<file path="src/rtl/alu_mdu_pkg.sv">
// alu_mdu_pkg: operation codes, FSM states and op-class decode helpers for alu_mdu.
package alu_mdu_pkg;

    localparam logic [4:0] OP_AND    = 5'b00000;
    localparam logic [4:0] OP_OR     = 5'b00001;
    localparam logic [4:0] OP_ADD    = 5'b00010;
    localparam logic [4:0] OP_XOR    = 5'b00011;
    localparam logic [4:0] OP_SLL    = 5'b00100;
    localparam logic [4:0] OP_SRL    = 5'b00101;
    localparam logic [4:0] OP_SUB    = 5'b00110;
    localparam logic [4:0] OP_SRA    = 5'b00111;
    localparam logic [4:0] OP_SLT    = 5'b01000;
    localparam logic [4:0] OP_SLTU   = 5'b01001;
    localparam logic [4:0] OP_MUL    = 5'b10000;
    localparam logic [4:0] OP_MULH   = 5'b10001;
    localparam logic [4:0] OP_MULHSU = 5'b10010;
    localparam logic [4:0] OP_MULHU  = 5'b10011;
    localparam logic [4:0] OP_DIV    = 5'b10100;
    localparam logic [4:0] OP_DIVU   = 5'b10101;
    localparam logic [4:0] OP_REM    = 5'b10110;
    localparam logic [4:0] OP_REMU   = 5'b10111;

    typedef enum logic [1:0] {
        IDLE,
        BUSY,
        DONE
    } state_t;

    function automatic logic is_mul(input logic [4:0] code);
        return code[4:2] == 3'b100;
    endfunction

    function automatic logic is_div(input logic [4:0] code);
        return code[4:2] == 3'b101;
    endfunction

endpackage

</file>
<file path="src/rtl/alu_divider.sv">
// alu_divider: iterative restoring divider on operand magnitudes with sign fix-up, one
// quotient bit per cycle; also flags the divide-by-zero / signed-overflow fast path.
module alu_divider #(
    parameter int XLEN = 32
) (
    input  logic            clk,
    input  logic            rst_n,
    input  logic            start,
    input  logic            is_signed,
    input  logic [XLEN-1:0] dividend,
    input  logic [XLEN-1:0] divisor,
    output logic            fast,
    output logic [XLEN-1:0] fast_quotient,
    output logic [XLEN-1:0] fast_remainder,
    output logic            done,
    output logic [XLEN-1:0] quotient,
    output logic [XLEN-1:0] remainder
);
    localparam int SHW = $clog2(XLEN);
    localparam logic [XLEN-1:0] MOST_NEG = {1'b1, {(XLEN-1){1'b0}}};
    localparam logic [SHW-1:0] CNT_LAST = SHW'(XLEN - 1);

    logic            div_zero, overflow, a_neg, b_neg;
    logic            quo_neg, rem_neg, running;
    logic [SHW-1:0]  cnt;
    logic [XLEN-1:0] mag_a, mag_b, rem_q, quo_q, dvs_q, rem_next, quo_next;
    logic [XLEN:0]   partial, diff;

    assign div_zero       = (divisor == '0);
    assign overflow       = is_signed & (dividend == MOST_NEG) & (&divisor);
    assign fast           = div_zero | overflow;
    assign fast_quotient  = div_zero ? '1 : dividend;
    assign fast_remainder = div_zero ? dividend : '0;

    assign a_neg = is_signed & dividend[XLEN-1];
    assign b_neg = is_signed & divisor[XLEN-1];
    assign mag_a = a_neg ? -dividend : dividend;
    assign mag_b = b_neg ? -divisor : divisor;

    // One restoring step; a negative trial difference keeps the shifted partial remainder.
    assign partial  = {rem_q, quo_q[XLEN-1]};
    assign diff     = partial - {1'b0, dvs_q};
    assign rem_next = diff[XLEN] ? partial[XLEN-1:0] : diff[XLEN-1:0];
    assign quo_next = {quo_q[XLEN-2:0], ~diff[XLEN]};

    // The results reflect the step in flight so the caller can register them on the last one.
    assign done      = running & (cnt == CNT_LAST);
    assign quotient  = quo_neg ? -quo_next : quo_next;
    assign remainder = rem_neg ? -rem_next : rem_next;

    always_ff @(posedge clk or negedge rst_n) begin
        if (!rst_n) begin
            rem_q   <= '0;
            quo_q   <= '0;
            dvs_q   <= '0;
            quo_neg <= 1'b0;
            rem_neg <= 1'b0;
            cnt     <= '0;
            running <= 1'b0;
        end else if (start) begin
            rem_q   <= '0;
            quo_q   <= mag_a;
            dvs_q   <= mag_b;
            quo_neg <= a_neg ^ b_neg;
            rem_neg <= a_neg;
            cnt     <= '0;
            running <= 1'b1;
        end else if (running) begin
            rem_q <= rem_next;
            quo_q <= quo_next;
            cnt   <= cnt + 1'b1;
            if (cnt == CNT_LAST) begin
                running <= 1'b0;
            end
        end
    end

endmodule

</file>
<file path="src/rtl/alu_mdu.sv">
// alu_mdu: registered RV32I ALU plus iterative RV32M multiply/divide behind valid/ready handshakes.
// Define ALU_MDU_DIV_EN to include the divider; without it the divide codes act as unknown ops.
module alu_mdu
    import alu_mdu_pkg::*;
#(
    parameter int XLEN = 32
) (
    input  logic            clk,
    input  logic            rst_n,
    input  logic            in_valid,
    output logic            in_ready,
    input  logic [4:0]      op,
    input  logic [XLEN-1:0] a,
    input  logic [XLEN-1:0] b,
    output logic            out_valid,
    input  logic            out_ready,
    output logic [XLEN-1:0] result,
    output logic            zero,
    output logic            busy
);
    localparam int SHW = $clog2(XLEN);
    localparam logic [SHW-1:0] CNT_LAST = SHW'(XLEN - 1);

    state_t            state, next_state;
    logic              accept, multi, finish, a_neg, b_neg, prod_neg;
    logic [4:0]        op_q;
    logic [SHW-1:0]    cnt, shamt;
    logic [XLEN-1:0]   alu_res, sra_res, finish_res, mcand;
    logic [XLEN:0]     add_sum;
    logic [2*XLEN-1:0] prod, prod_next, prod_fix;

`ifdef ALU_MDU_DIV_EN
    logic            div_fast, div_done, div_start;
    logic [XLEN-1:0] div_fast_q, div_fast_r, div_quo, div_rem;

    assign div_start = accept & is_div(op) & ~div_fast;
    assign multi     = is_mul(op) | (is_div(op) & ~div_fast);
    assign finish    = is_div(op_q) ? div_done : (cnt == CNT_LAST);

    alu_divider #(
        .XLEN(XLEN)
    ) u_divider (
        .clk           (clk),
        .rst_n         (rst_n),
        .start         (div_start),
        .is_signed     (~op[0]),
        .dividend      (a),
        .divisor       (b),
        .fast          (div_fast),
        .fast_quotient (div_fast_q),
        .fast_remainder(div_fast_r),
        .done          (div_done),
        .quotient      (div_quo),
        .remainder     (div_rem)
    );
`else
    assign multi  = is_mul(op);
    assign finish = (cnt == CNT_LAST);
`endif

    assign in_ready  = (state == IDLE);
    assign busy      = (state != IDLE);
    assign out_valid = (state == DONE);
    assign accept    = in_valid & in_ready;
    assign shamt     = b[SHW-1:0];
    assign sra_res   = $signed(a) >>> shamt;

    // Signed multiplies run on magnitudes; the product sign is restored after the last step.
    assign a_neg     = ((op == OP_MULH) | (op == OP_MULHSU)) & a[XLEN-1];
    assign b_neg     = (op == OP_MULH) & b[XLEN-1];
    assign add_sum   = {1'b0, prod[2*XLEN-1:XLEN]} + {1'b0, (prod[0] ? mcand : {XLEN{1'b0}})};
    assign prod_next = {add_sum, prod[XLEN-1:1]};
    assign prod_fix  = prod_neg ? -prod_next : prod_next;

    always_comb begin
        alu_res = '0;
        case (op)
            OP_AND:  alu_res = a & b;
            OP_OR:   alu_res = a | b;
            OP_ADD:  alu_res = a + b;
            OP_SUB:  alu_res = a - b;
            OP_XOR:  alu_res = a ^ b;
            OP_SLL:  alu_res = a << shamt;
            OP_SRL:  alu_res = a >> shamt;
            OP_SRA:  alu_res = sra_res;
            OP_SLT:  alu_res = {{(XLEN-1){1'b0}}, $signed(a) < $signed(b)};
            OP_SLTU: alu_res = {{(XLEN-1){1'b0}}, a < b};
            default: alu_res = '0;
        endcase
`ifdef ALU_MDU_DIV_EN
        if (is_div(op)) begin
            alu_res = op[1] ? div_fast_r : div_fast_q;
        end
`endif
    end

    always_comb begin
        finish_res = '0;
        case (op_q)
            OP_MUL:                       finish_res = prod_fix[XLEN-1:0];
            OP_MULH, OP_MULHSU, OP_MULHU: finish_res = prod_fix[2*XLEN-1:XLEN];
`ifdef ALU_MDU_DIV_EN
            OP_DIV, OP_DIVU:              finish_res = div_quo;
            OP_REM, OP_REMU:              finish_res = div_rem;
`endif
            default:                      finish_res = '0;
        endcase
    end

    always_ff @(posedge clk or negedge rst_n) begin
        if (!rst_n) begin
            state <= IDLE;
        end else begin
            state <= next_state;
        end
    end

    always_comb begin
        next_state = state;
        case (state)
            IDLE:    if (accept)    next_state = multi ? BUSY : DONE;
            BUSY:    if (finish)    next_state = DONE;
            DONE:    if (out_ready) next_state = IDLE;
            default: next_state = IDLE;
        endcase
    end

    always_ff @(posedge clk or negedge rst_n) begin
        if (!rst_n) begin
            op_q     <= '0;
            cnt      <= '0;
            mcand    <= '0;
            prod     <= '0;
            prod_neg <= 1'b0;
            result   <= '0;
            zero     <= 1'b0;
        end else begin
            case (state)
                IDLE: begin
                    if (accept) begin
                        op_q     <= op;
                        cnt      <= '0;
                        mcand    <= a_neg ? -a : a;
                        prod     <= {{XLEN{1'b0}}, (b_neg ? -b : b)};
                        prod_neg <= a_neg ^ b_neg;
                        if (!multi) begin
                            result <= alu_res;
                            zero   <= (alu_res == '0);
                        end
                    end
                end
                BUSY: begin
                    if (finish) begin
                        result <= finish_res;
                        zero   <= (finish_res == '0);
                    end else begin
                        prod <= prod_next;
                        cnt  <= cnt + 1'b1;
                    end
                end
                default: ;
            endcase
        end
    end

endmodule

</file>
<file path="config.mk">
export PLATFORM = sky130hd
export DESIGN_NAME = alu_mdu
export DESIGN_NICKNAME = d
export VERILOG_FILES = /design/src/rtl/alu_mdu_pkg.sv /design/src/rtl/alu_divider.sv /design/src/rtl/alu_mdu.sv
export SDC_FILE = /design/constraint.sdc
export NUM_CORES = 1
export LEC_CHECK = 0
export BUFFER_PORTS_ARGS = -buffer_cell sky130_fd_sc_hd__buf_4
export CORE_MARGIN = 5
export CORE_UTILIZATION = 50
export DETAILED_ROUTE_END_ITERATION = 8
export MAX_ROUTING_LAYER = met4
export PLACE_DENSITY = 0.67
export SLEW_MARGIN = 20
export SYNTH_ARGS = -nofsm -noshare
export SYNTH_HDL_FRONTEND = slang
export SYNTH_SLANG_ARGS = --single-unit
</file>
<file path="constraint.sdc">
create_clock -name clk -period 11 [get_ports clk]
set_input_delay 1.65 -clock clk [delete_from_list [all_inputs] [get_ports clk]]
set_output_delay 1.65 -clock clk [all_outputs]
set_load 0.02 [all_outputs]
</file>
After elaboration in Yosys (flattened, before gate mapping)
Index checks and enable logic that the tools add are counted.
Word-level totals
  bits in registers: 142
  input bits: 73
  output and inout port bits: 36
  word-level logic and storage cells: 88
Operators by class
  add/subtract/negate cells: 7
  $lt $le $gt $ge: 2
  equality and inequality tests: 24
  shift-type cells: 3
  muxes and demuxes: 25
  bitwise gates (word level): 8
  reductions and logical operators: 11
Operators by type and width (number)
  $pmux W32 S10: 1
  $mux W32: 6
  $mux W64: 3
  $pmux W32 S2: 2
  $pmux W64 S2: 1
  $logic_not A32 Y1: 2
  $lt A32 B32 Y1: 2
  $neg A32 Y32: 2
  $neg A64 Y64: 1
  $eq A5 B5 Y1 const B: 7
  $add A32 B32 Y33: 1
  $add A32 B32 Y32: 1
  $and A32 B32 Y32: 1
  $or A32 B32 Y32: 1
  $shl A32 B5 Y32: 1
  $shr A32 B5 Y32: 1
  $sshr A32 B5 Y32: 1
  $sub A32 B32 Y32: 1
  $xor A32 B32 Y32: 1
  $eq A5 B3 Y1 const B: 4
  $eq A5 B2 Y1 const B: 2
  $eq A5 B4 Y1 const B: 2
  $mux W5: 2
  $pmux W5 S2: 1
  21 further kinds: 33

Logic depth before layout (Yosys ltp)
Gate-level depths: netlist (run 1).
  depth in word-level cells: 8
  gate-level depth with buffers: 21
  gate-level depth less buffers: 17

Worst setup path after synthesis (run 1)
No wires, ideal clock.
  kind: input to register
  from: in b[2]
  to: reg zero
  library setup time: 0.080 ns
  arrival time: 6.726 ns
  required time: 10.920 ns
  setup slack: 4.194 ns
  stages on the path: 21
  buffers on the path: 6
  path through: buf_2 inv_1 buf_2 clkbuf_1 clkbuf_1 clkbuf_1 ha_1 buf_2 a21o_1 a2111oi_2 o31ai_1 a41oi_1 o31ai_1 a2111oi_0 o21ai_1 nand4b_1 nor4_1 nand4_1 or4_1 or4_1 o211ai_2
On the way
  longest elaborated chain between the ends: 6
  elaborated cells on any way between the ends: 15
  classes of those cells: 2 x add/sub; 2 x order compare; 3 x shift; 4 x mux; 3 x bitwise; 1 x reduce/logical
Ends and longest elaborated chain
  start: declaration: RTL line alu_mdu.sv:14  | input logic [XLEN-1:0] b,
  $sub A32 B32 Y32 (tied with other cells): RTL line alu_mdu.sv:81  | OP_SUB: alu_res = a - b;
  $pmux W32 S10 *: RTL line alu_mdu.sv:77  | case (op)
  $logic_not A32 Y1 *: RTL line alu_mdu.sv:148  | zero <= (alu_res == '0);
  $mux W1 *: RTL line alu_mdu.sv:146  | if (!multi) begin
  $mux W1 *: RTL line alu_mdu.sv:140  | if (accept) begin
  $pmux W1 S2 *: RTL line alu_mdu.sv:138  | case (state)
  end signal: assignment: RTL line alu_mdu.sv:148
  end signal: assignment: RTL line alu_mdu.sv:155  | zero <= (finish_res == '0);
  end: declaration: RTL line alu_mdu.sv:18  | output logic zero,
Mark *: on every way between the ends. The rest lies on a longest branch, timed or not. The select of a mux whose other input is x is not followed.
A chain may end at the register's enable or synchronous reset.

Worst setup path in the final report (run 1)
Same ends and word-level chain as after synthesis.

==> run_results.csv, run 1 <==
group,metric,value,unit
floorplan,coreArea,41000,µm²
clocking,cts_resized,0,
synth,synth_edf_count,0,
floorplan,io_pins,109,
hold_path,hold_depth,2,
placed_design,post_dp_cell_area,21700,µm²
clocking,cts_tree,"built",
power_and_ir_drop,power_leakage,9.43,nW
sta,rsz0062_at_grt,"false",
clocking,cts_buffers,17,
critical_path,startpoint,"b[2]",
floorplan,die_h,214,µm
critical_path,critPathKind,"input port to flop",
routing,via_count,23800,
synth,yosys_warnings,0,
synth,synth_adder_area_share,8.33,%
clocking,cts_setup_buffers,0,
critical_path,cp-end-kind,"flop",
sta,fmax,0.137,GHz
synth,synth_xor_area_share,5.29,%
routing,post_drt_wl_per_cell,30.9,µm
placed_design,finalWeightedCongestion,1.11,
critical_path,required,11.36,ns
status,status,"completed",
clocking,cts.clk_slew.worst_paths,0.06,ns
floorplan,dieArea,45900,µm²
placed_design,dpl.hpwl,76.0,mm
routing,viasPerCell,7.37,
clocking,cts_root_buf,"clkbuf_16",
routing,drc,0,
synth,yosysUniqueCellTypes,96,
critical_path,crit_fanout,65,
routing,dr.pass1.iters,8,
power_and_ir_drop,vdd_drop_max,0.109,mV
critical_path,r2r_slack,4.75,ns
routing,drt-initial-drc-count,3700,
floorplan,die_width,214,µm
placed_design,port_buffers,108,
grt,grt_antenna_before_repair,5,
synth,synth.area.mux_share,10.7,%
critical_path,cp.arrival,7.65,ns
layout,nFillCells,3943,
power_and_ir_drop,powerDensity,154,nW/µm²
floorplan,start_util,50.8,%
synth,ys_ff_latch,142,
hold_path,holdCritPathClass,"flop to flop",
synth,postSynthAreaPerCell,7.61,µm²
clocking,ctsHoldBuffers,0,
grt,track_usage,42.5,%
sta,finalSetupViolations,0,
clocking,cts.path.max_buffers,2,
sta,hold_violations,0,
sta,period_share,66.3,%
layout,multi_input_comb_area,16000,µm²
routing,wirelength,99.6,mm
sta,worst_pin_slew,1.30,ns
critical_path,worstRegToRegCells,15,
grt,grt_pass1_wl,146,mm
synth,synth_fp_nets,2950,
synth,synth_top_family_by_area,"compound AO/OA/AOI/OAI gates",
layout,nNetsFinal,2885,
critical_path,cp-start-kind,"input port",
sta,report.final.slew_viol_count,0,
synth,synth_cells,2740,
critical_path,worstReg2RegStart,"prod[0]",
clocking,clock_latency,0.44,ns
grt,grt_pass1_vias,22000,
synth,synth_compound_area_share,30.1,%
hold_path,whs_endpoint,"mcand[5]",
grt,grt_max_degree,93,
clocking,htreeDepth,4,
synth,syn_area,20800,µm²
grt,grt_overflow_total,0,
layout,layout-drive-gt1-share,11.7,%
layout,fin_area,22300,µm²
layout,area_growth_syn_to_layout,6.86,%
run,maxCapViolations,0,
floorplan,rows,74,
sta,tns,0,ns
routing,antenna_left,0,
layout,ff_latch_area,3550,µm²
critical_path,timing.rr.end,"zero",
synth,synthArstFlopShare,100,%
sta,relSlewSlack,12.8,%
synth,synth_flop_cell,"dfrtp_1",
sta,fin_skew,0.00823,ns
synth,ys_seq_area_share,17.0,%
synth,synth-simple-area-share,22.0,%
clocking,clock_sinks,142,
hold_path,min_from,"mcand[5]",
sta,finalCriticalPeriod,7.29,ns
-- layout make-up --
cell class                 count  share of cell area [%]
sequential                   142                    16.0
antenna                        4                  0.0449
timing repair buffer         139                    4.70
inverter                     118                    1.99
clock buffer                  18                    1.97
clock inverter                14                   0.601
multi-input combinational   2257                    71.8
tap                          532                    2.99
-- logic make-up after synthesis --
family | Yosys count
AOI/OAI and AO/OA | 911
DFF | 142
buffers and inverters | 341
adders and majority gates | 137
xor gates and xnor gates | 126
and+or+nand+nor | 942
muxes | 141
-- cell usage after synthesis, types with 30 or more instances --
cell type | n | share of area [%]
a211oi_1 | 52 | 1.9
a21o_1 | 57 | 2.1
a21oi_1 | 161 | 3.9
a22oi_1 | 35 | 1.3
and2_1 | 59 | 1.8
clkbuf_1 | 175 | 3.2
dfrtp_1 | 142 | 17
ha_1 | 134 | 8.0
inv_1 | 115 | 2.1
mux2i_1 | 47 | 2.3
mux4_2 | 63 | 6.8
nand2_1 | 287 | 5.2
nand3_1 | 70 | 1.7
nand4_1 | 36 | 1.1
nor2_1 | 228 | 4.1
nor3_1 | 63 | 1.5
nor4_1 | 32 | 0.96
o211ai_1 | 49 | 1.8
o21ai_0 | 205 | 4.9
or3_1 | 30 | 0.90
xnor2_1 | 98 | 4.1
-- power by group --
| group | internal [mW] | switching (mW) | total (mW) |
|---|---|---|---|
| sequential | 0.691 | 0.183 | 0.873 |
| clock | 0.320 | 0.252 | 0.572 |
| combinational | 0.692 | 1.29 | 1.99 |
-- worst max-delay path, cell delays in order --
cell	delay [ns]
buf_4	0.55
inv_1	0.08
buf_4	0.31
ha_1	0.47
nand2b_1	0.21
a221oi_1	0.56
o2111ai_1	0.41
a21o_1	0.34
a221o_1	0.37
a221o_1	0.35
a211oi_1	0.36
nand4_1	0.18
nor4_1	0.38
nand4_1	0.25
or4_1	0.53
or4_1	0.52
o211ai_2	0.08
-- stage by stage --
step / std cells / util (%) / worst slack (ns) / total power [mW] / hold slack (ns)
CTS: 3220 / 54.3 / 3.98 / 3.36 / 0.477
detailed placement: 3188 / 52.9 / 3.53 / 2.78 / 0.462
global route: 3224 / 54.3 / 3.46 / 3.60 / 0.503
floorplan: 2740 / - / 4.19 / 2.14 / 0.442
global placement: 3188 / 52.9 / 3.53 / 2.75 / 0.456
finish: 3224 / 54.3 / 3.71 / 3.43 / 0.476
-- per-layer routing --
| metal | track usage [%] | wire length (µm) |
|---|---|---|
| met1 | 53.5 | 37500 |
| met2 | 62.9 | 42700 |
| met3 | 9.36 | 11700 |
| met4 | 25.1 | 7720 |
| met5 | - | 0 |
-- worst max-delay path by stage --
| stage | endpoint | slack (ns) | cells after the start |
|---|---|---|---|
| 5_1_grt | zero | 3.46 | 17 |
| 4_1_cts | zero | 3.98 | 17 |
| 3_5_place_dp | zero | 3.53 | 17 |
| 3_3_place_gp | zero | 3.53 | 17 |
| 2_1_floorplan | zero | 4.19 | 21 |
| 6_report | zero | 3.71 | 17 |
-- sequential cells by signal, indices dropped and copies added, names as in the netlist --
register  flops
zero          1
op_q          5
prod_neg      1
result       32
state         2
mcand        32
cnt           5
prod         64
-- layout by cell type (no fill, tap or decap), types with 21 or more instances in the layout --
cell        n
nand3_1    70
nand2_1   286
o21a_1     21
a22oi_1    35
mux4_2     63
or3_1      30
nor4_1     32
a221oi_1   25
o21ai_0   204
buf_4     138
ha_1      134
mux2i_1    47
a21oi_1   161
nand2b_1   22
a211oi_1   52
nand4_1    36
a21o_1     56
nor2_1    224
xor2_1     28
o31ai_1    28
xnor2_1    98
a31oi_1    25
dfrtp_1   142
and2_1     59
a22o_1     27
o211ai_1   49
inv_1     115
nor3_1     62
mux2_2     28
Power figures use the tool's default switching activity.
==> inputs of run 2 (changes only) <==
Settings changed: PLACE_DENSITY 0.67 to 0.7.
Clock period 11 ns to 6.29 ns, I/O delays scaled along.
==> run 2 against run 1 <==
Net effect:
- die area did not move
- hold slack lost 0.0094 ns
- sequential power rose by 73%
- sequential share of layout area fell by 0.33 points
- non-clock buffer count rose by 58
- critical path type unchanged
- final area grew 2.1%
- sequential cell count is the same
- utilization is 1.2 points higher
- clock power increased by 82%
- power increased by 78%
- clock skew increased by 0.0064 ns
==> run_results.csv, run 2 (synthesized netlist as in run 1, its figures left out) <==
group,metric,value,unit
critical_path,startpoint,"a[0]",
floorplan,die_h,214,µm
routing,post_drt_wl_per_cell,29.9,µm
sta,report.final.slew_viol_count,0,
clocking,clock_sinks,142,
status,status,"completed",
sta,finalCriticalPeriod,5.79,ns
grt,grt_pass1_wl,145,mm
sta,finalSetupViolations,0,
routing,via_count,23600,
power_and_ir_drop,vdd_drop_max,0.223,mV
floorplan,rows,74,
layout,reg.largest.list,"prod (64), mcand (32), result (32)",
sta,tns,0,ns
clocking,cts_root_buf,"clkbuf_16",
floorplan,start_util,50.8,%
sta,hold_violations,0,
power_and_ir_drop,powerDensity,269,nW/µm²
power_and_ir_drop,power_leakage,9.72,nW
critical_path,timing.rr.end,"zero",
sta,fmax,0.173,GHz
routing,viasPerCell,7.19,
grt,grt_antenna_before_repair,4,
critical_path,cp.arrival,6.17,ns
clocking,cts_resized,0,
sta,period_share,92.1,%
clocking,ctsHoldBuffers,0,
layout,area_growth_syn_to_layout,9.14,%
sta,rsz0062_at_grt,"false",
clocking,clock_latency,0.46,ns
hold_path,min_from,"result[5]",
placed_design,port_buffers,108,
clocking,cts_tree,"built",
floorplan,dieArea,45900,µm²
floorplan,die_width,214,µm
grt,grt_pass1_vias,22300,
routing,drt-initial-drc-count,3636,
critical_path,critPathKind,"input port to flop",
clocking,cts.clk_slew.worst_paths,0.06,ns
floorplan,coreArea,41000,µm²
layout,nNetsFinal,2943,
critical_path,required,6.66,ns
sta,worst_pin_slew,1.18,ns
clocking,htreeDepth,4,
routing,wirelength,98.1,mm
clocking,cts.path.max_buffers,2,
run,maxCapViolations,0,
sta,holdWs,0.467,ns
routing,drc,0,
placed_design,finalWeightedCongestion,1.15,
hold_path,holdCritPathClass,"flop to flop",
critical_path,cp-start-kind,"input port",
layout,layout-drive-gt1-share,13.5,%
critical_path,r2r_slack,0.73,ns
layout,final_cell_mix,"nand2_1 (286), nor2_1 (224), o21ai_0 (204)",
sta,fin_skew,0.0146,ns
placed_design,place_ws,0.234,ns
layout,largest_reg_flops,64,
placed_design,dpl.hpwl,76.2,mm
grt,track_usage,42.1,%
clocking,cts_buffers,17,
critical_path,cp-end-kind,"flop",
routing,antenna_left,0,
grt,grt_overflow_total,0,
sta,setup_slack,0.496,ns
floorplan,io_pins,109,
critical_path,worstReg2RegStart,"prod[0]",
sta,relSlewSlack,20.2,%
critical_path,crit_path_end,"zero",
layout,final_common_cell,"nand2_1",
clocking,cts_setup_buffers,0,
layout,top_register,"prod",
routing,dr.pass1.iters,8,
critical_path,crit_fanout,6,
critical_path,worstRegToRegCells,17,
grt,grt_max_degree,93,
-- run 2: changes by cell type in the layout (fill, tap and decap cells not counted), moves of 2 or more --
| cell | delta |
|---|---|
| buf_4 | +55 |
| clkinv_4 | -2 |
| buf_12 | +2 |
| clkbuf_1 | +2 |
-- run 2: layout make-up --
cell class,count,area (µm²)
antenna,5,12.5
clock buffer,19,433
clock inverter,13,154
fill,3884,18300
inverter,118,443
multi-input combinational,2257,16000
sequential,142,3550
tap,532,666
timing repair buffer,197,1510
-- run 2: critical path, stage by stage --
cell,delay [ns]
buf_4,0.14
inv_1,0.22
ha_1,0.25
inv_1,0.07
fa_1,0.40
nand2b_1,0.12
a21oi_1,0.10
o21a_1,0.17
o32ai_1,0.35
or4b_1,0.46
or4b_1,0.49
nor4_1,0.32
buf_4,0.18
nand3_1,0.07
nor4_1,0.52
nand4_1,0.25
or4_1,0.51
or4_1,0.52
o211ai_2,0.09
-- run 2: layer usage --
metal	share of wire, %	vias to the layer above	wire [µm]	track usage, %
li1	-	10300	-	-
met1	38	11300	36900	51.8
met2	43	1680	42300	63.0
met5	0	-	0	-
met4	8.3	0	8100	26.6
met3	11	432	10700	9.05
-- run 2: stage by stage --
stage	power (mW)	cells	instance area [µm²]	utilization [%]
after detailed placement	4.95	3246	22200	54.0
after global routing	6.42	3281	22700	55.5
after CTS	6.00	3278	22700	55.4
final	6.12	3283	22800	55.5
after global placement	4.89	3245	22100	54.0
after floorplan	3.74	2740	20800	-
-- run 2: worst min path at each step --
stage / to / slack (ns) / cells after the start
finish: result[5] / 0.47 / 2
floorplan: mcand[0] / 0.44 / 2
CTS: result[5] / 0.48 / 2
detailed placement: mcand[29] / 0.46 / 2
global route: result[14] / 0.50 / 1
global placement: mcand[4] / 0.45 / 2
-- run 2: report_power, final --
| part | switching, mW | leakage, nW | total [mW] | internal [mW] |
|---|---|---|---|---|
| Combinational | 2.30 | 7.61 | 3.56 | 1.27 |
| Sequential | 0.304 | 1.82 | 1.51 | 1.21 |
| Clock | 0.447 | 0.285 | 1.04 | 0.593 |
